$ cat config.mk
export PLATFORM = sky130hd
export DESIGN_NAME = seq_divider
export DESIGN_NICKNAME = d
export VERILOG_FILES = /design/src/rtl/seq_divider.sv
export SDC_FILE = /design/constraint.sdc
export NUM_CORES = 1
export LEC_CHECK = 0
export ABC_AREA = 1
export BUFFER_PORTS_ARGS = -buffer_cell sky130_fd_sc_hd__buf_4
export CAP_MARGIN = 25
export CORE_MARGIN = 3
export CORE_UTILIZATION = 30
export DETAILED_ROUTE_END_ITERATION = 8
export GPL_ROUTABILITY_DRIVEN = 0
export GPL_TIMING_DRIVEN = 0
export HOLD_SLACK_MARGIN = 0.12
export PLACE_DENSITY = 0.54
export SLEW_MARGIN = 20
export SYNTH_ARGS = -nofsm -noshare
export SYNTH_HDL_FRONTEND = slang
export SYNTH_SLANG_ARGS = --single-unit
$ cat constraint.sdc
create_clock -name in_clk -period 3.3 [get_ports in_clk]
set_input_delay 0.495 -clock in_clk [delete_from_list [all_inputs] [get_ports in_clk]]
set_output_delay 0.495 -clock in_clk [all_outputs]
set_load 0.005 [all_outputs]
$ cat src/rtl/seq_divider.sv
// Sequential restoring divider: one quotient bit per cycle, registered results.
// Define SEQ_DIVIDER_CONST_TIME_EN to remove early termination (constant latency).
module seq_divider #(
    parameter int unsigned WIDTH = 32
) (
    input  logic             in_clk,
    input  logic             in_rst_n,
    input  logic             in_valid,
    input  logic [WIDTH-1:0] a,
    input  logic [WIDTH-1:0] b,
    output logic [WIDTH-1:0] q,
    output logic [WIDTH-1:0] r,
    output logic             busy,
    output logic             out_valid,
    output logic             div_by_zero
);

    localparam int unsigned CntW = $clog2(WIDTH) + 1;
    localparam logic [CntW-1:0] LastIter = CntW'(WIDTH - 1);

    typedef enum logic [1:0] {StIdle, StBusy, StDone} state_e;

    state_e           state_q;
    logic [WIDTH-1:0] qsr_q;
    logic [WIDTH-1:0] rem_q;
    logic [WIDTH-1:0] dvsr_q;
    logic [CntW-1:0]  cnt_q;

    logic [WIDTH-1:0] rem_shift;
    logic [WIDTH-1:0] rem_next;
    logic [WIDTH-1:0] qsr_next;
    logic             rem_ge;
    logic             early;

    always_comb begin
        rem_shift = {rem_q[WIDTH-2:0], qsr_q[WIDTH-1]};
        rem_ge    = (rem_shift >= dvsr_q);
        rem_next  = rem_ge ? (rem_shift - dvsr_q) : rem_shift;
        qsr_next  = {qsr_q[WIDTH-2:0], rem_ge};
    end

`ifdef SEQ_DIVIDER_CONST_TIME_EN
    assign early = 1'b0;
`else
    // Only meaningful on the first BUSY edge, while qsr still holds the dividend.
    assign early = (cnt_q == '0) &&
                   ((dvsr_q == '0) || (qsr_q == '0) || (qsr_q < dvsr_q));
`endif

    always_ff @(posedge in_clk) begin
        if (!in_rst_n) begin
            state_q     <= StIdle;
            qsr_q       <= '0;
            rem_q       <= '0;
            dvsr_q      <= '0;
            cnt_q       <= '0;
            q           <= '0;
            r           <= '0;
            busy        <= 1'b0;
            out_valid   <= 1'b0;
            div_by_zero <= 1'b0;
        end else begin
            unique case (state_q)
                StIdle: begin
                    if (in_valid) begin
                        qsr_q   <= a;
                        dvsr_q  <= b;
                        rem_q   <= '0;
                        cnt_q   <= '0;
                        busy    <= 1'b1;
                        state_q <= StBusy;
                    end
                end
                StBusy: begin
                    if (early) begin
                        q           <= (dvsr_q == '0) ? '1 : '0;
                        r           <= qsr_q;
                        div_by_zero <= (dvsr_q == '0);
                        out_valid   <= 1'b1;
                        state_q     <= StDone;
                    end else begin
                        qsr_q <= qsr_next;
                        rem_q <= rem_next;
                        cnt_q <= cnt_q + 1'b1;
                        if (cnt_q == LastIter) begin
                            q           <= qsr_next;
                            r           <= rem_next;
                            div_by_zero <= (dvsr_q == '0);
                            out_valid   <= 1'b1;
                            state_q     <= StDone;
                        end
                    end
                end
                StDone: begin
                    out_valid <= 1'b0;
                    busy      <= 1'b0;
                    state_q   <= StIdle;
                end
                default: state_q <= StIdle;
            endcase
        end
    end

endmodule

==> flow_metrics.env <==
export IMPL_worstPathMaxFanout=10
export IMPL_skew_ns=0.0101
export IMPL_overflow=0
export IMPL_start_util_pct=30.5
export IMPL_die_area_sq_um=41800
export IMPL_fin_crit_sh_pct=94.6
export IMPL_max_freq_mhz=320
export IMPL_dr_pass1_iters=8
export IMPL_max_stage_delay_ns=0.40
export IMPL_yosys_area_share_simple_pct=40.2
export IMPL_relSlewSlack_pct=30.1
export IMPL_power_mw=13.0
export IMPL_min_path_type="in2reg"
export IMPL_avgSynthCellArea_sq_um=5.90
export IMPL_antenna_left=0
export IMPL_worstPathRequired_ns=3.64
export IMPL_r2r_end="r[31]"
export IMPL_path_clk_slew_ns=0.07
export IMPL_syn_inst=2002
export IMPL_clock_root_buffer="clkbuf_16"
export IMPL_ys_seq_area_share_pct=28.8
export IMPL_dp_cells=2652
export IMPL_gr_usage_all_layers_pct=20.7
export IMPL_cts_tree="done"
export IMPL_tightest_slew_ns=1.04
export IMPL_synth_seq_cells=170
export IMPL_hpwl_microns=35200
export IMPL_multi_input_area_sq_um=6900
export IMPL_dpl_cell_area_sq_um=13400
export IMPL_crit_family="simple AND/OR/NAND/NOR gates"
export IMPL_drv_slew=0
export IMPL_cpMostUsedCell="nand2_1"
export IMPL_holdWs_ns=0.326
export IMPL_drtIter0Drc=1084
export IMPL_via_per_inst=4.81
export IMPL_num_fill_cells=4375
export IMPL_clock_path_buffers=2
export IMPL_finalSetupViolations=0
export IMPL_antenna_found_initial=0
export IMPL_num_vias=12900
export IMPL_total_leakage_power_nw=7.52
export IMPL_vdd_ir_drop_worst_mv=0.425
export IMPL_cp_cell_sequence="inv_2 -> ha_1 -> inv_1 -> fa_2 -> nand2_1 -> nand3_1 -> nand3_1 -> nand2_1 -> nand2_1 -> nand2_2 -> o21ai_2 -> nand2_4 -> clkbuf_4 -> nand3_1 -> nand2_1 -> nand2_1 -> nand2_1 -> nor2_1 -> nor2_1"
export IMPL_core_area_sq_um=38700
export IMPL_power_density_nw_per_um2=922
export IMPL_final_hold_viol_count=0
export IMPL_clock_sinks=170
export IMPL_startpoint_type="flop"
export IMPL_layout_common_cells="670 x nand2_1, 268 x nor2_1, 256 x inv_1, 168 x dfxtp_1, 151 x buf_4"
export IMPL_maxCapViolCount=0
export IMPL_diodes=0
export IMPL_nNetsFinal=2287
export IMPL_drc_errors=0
export IMPL_syn_area_sq_um=11800
export IMPL_hp_start="b[26]"
export IMPL_path_buf_inv=3
export IMPL_pin_count=134
export IMPL_syn_nets=2135
export IMPL_grt_pass1_vias=11800
export IMPL_synth_xor_area_share_pct=1.11
export IMPL_yosysWarnings=0
export IMPL_synth_compound_area_share_pct=9.99
export IMPL_fin_cells=2685
export IMPL_fp_dieH_microns=204
export IMPL_hold_end="dvsr_q[26]"
export IMPL_cts_buffers_inserted=17
export IMPL_min_period_ns=3.12
export IMPL_r2r_slack_ns=0.18
export IMPL_critPathArrivalTime_ns=3.46
export IMPL_area_growth_pct=19.1
export IMPL_rr_startpoint="qsr_q[31]"
export IMPL_drt_wirelength_per_cell_microns=16.3
export IMPL_die_width_microns=204
export IMPL_worstSetupEndpointType="flop"
export IMPL_ys_types=33
export IMPL_layout_drive_gt1_share_pct=10.8
export IMPL_synth_top_family_by_area="simple AND/OR/NAND/NOR gates"
export IMPL_worstHoldPathCells=3
export IMPL_regArea_sq_um=3410
export IMPL_rsz0062_at_grt="no"
export IMPL_status="completed"
export IMPL_htree_levels=4
export IMPL_worstSetupPathType="reg2reg"
export IMPL_crit_slowest_cell="fa_2"
export IMPL_synthAdderAreaFrac_pct=7.06
export IMPL_final_common_cell="nand2_1"
export IMPL_grt_pass1_wl_microns=67100
export IMPL_grt_max_degree=17
export IMPL_synth_area_mux_share_pct=0
export IMPL_rr_worst_depth=19
export IMPL_final_area_sq_um=14100
export IMPL_setup_ws_ns=0.180
export IMPL_utilization_pct=36.3
export IMPL_tns_ns=0
export IMPL_row_count=72
export IMPL_wirelength_microns=43900
export IMPL_clock_latency_ns=0.45
export IMPL_place_ws_ns=-0.114
export IMPL_io_buffers=132
where the power goes:
part	leakage [nW]	total (mW)	switching, mW	internal (mW)
Sequential	1.40	3.00	0.458	2.55
Clock	0.283	2.09	0.930	1.16
Combinational	5.84	7.87	5.20	2.67
worst min-delay path: stages:
cell     delay (ns)
buf_4          0.07
o21ai_0        0.07
a21oi_1        0.10
cell type report:
class                   instances  area share [%]
plain buffers                  98            3.70
clock buffers                  19            3.22
clock inverters                13           0.997
inverters                     266            7.10
multi-input cells            1468            49.1
flip-flops and latches        170            24.2
well taps                     518            4.61
repair buffers                133            7.10
kinds of logic after synthesis:
group                    Yosys count
AND/OR/NAND/NOR                 1157
buffers and inverters            364
AO/OA/AOI/OAI                    230
flip-flops                       170
adder cells (fa/ha/maj)           66
XOR/XNOR                          15
routing by layer:
layer	up-vias	part of all wire (%)	global-route usage, %
met5	-	0	0
met4	0	2.1	5.43
met3	60	7.1	4.49
met2	443	43	32.2
met1	5888	47	29.1
li1	6518	-	-
sequential cells by signal (all words and copies together) (netlist names), 2 cells and up:
name     count
cnt_q        6
dvsr_q      32
r           32
rem_q       31
state_q      2
qsr_q       32
q           32
how the worst max path moves through the flow:
stage / depth (start not counted) / slack, ns / to / start
after floorplan: 17 / 0.92 / rem_q[8] / qsr_q[31]
after global placement: 19 / -0.13 / r[21] / qsr_q[31]
after detailed placement: 19 / -0.11 / r[21] / qsr_q[31]
after CTS: 19 / 0.02 / r[31] / qsr_q[31]
after global routing: 19 / 0.04 / r[31] / qsr_q[31]
final: 19 / 0.18 / r[31] / qsr_q[31]
synthesized netlist by cell type, drive strengths merged:
cell	number	share of area, %
nand2	677	22
xor2	11	0.82
nor4	11	0.58
fa	1	0.17
a21oi	130	5.5
ha	65	6.9
dfxtp	170	29
buf	47	2.7
nand3	136	5.8
o21a	1	0.064
o21ai	90	3.8
nand3b	19	1.2
nand4	13	0.69
xnor2	4	0.30
and2	24	1.3
nor2	270	8.6
nor3	7	0.34
o21bai	6	0.38
clkbuf	51	1.6
a21boi	2	0.13
inv	266	8.5
a21o	1	0.064
what timing repair did:
action	4_1_cts	5_1_grt
setup buffers	0	1
gates resized for setup	2	9
endpoints found under the setup margin	5	44
hold buffers	0	0
No activity file was read; power rests on OpenSTA's default activity.
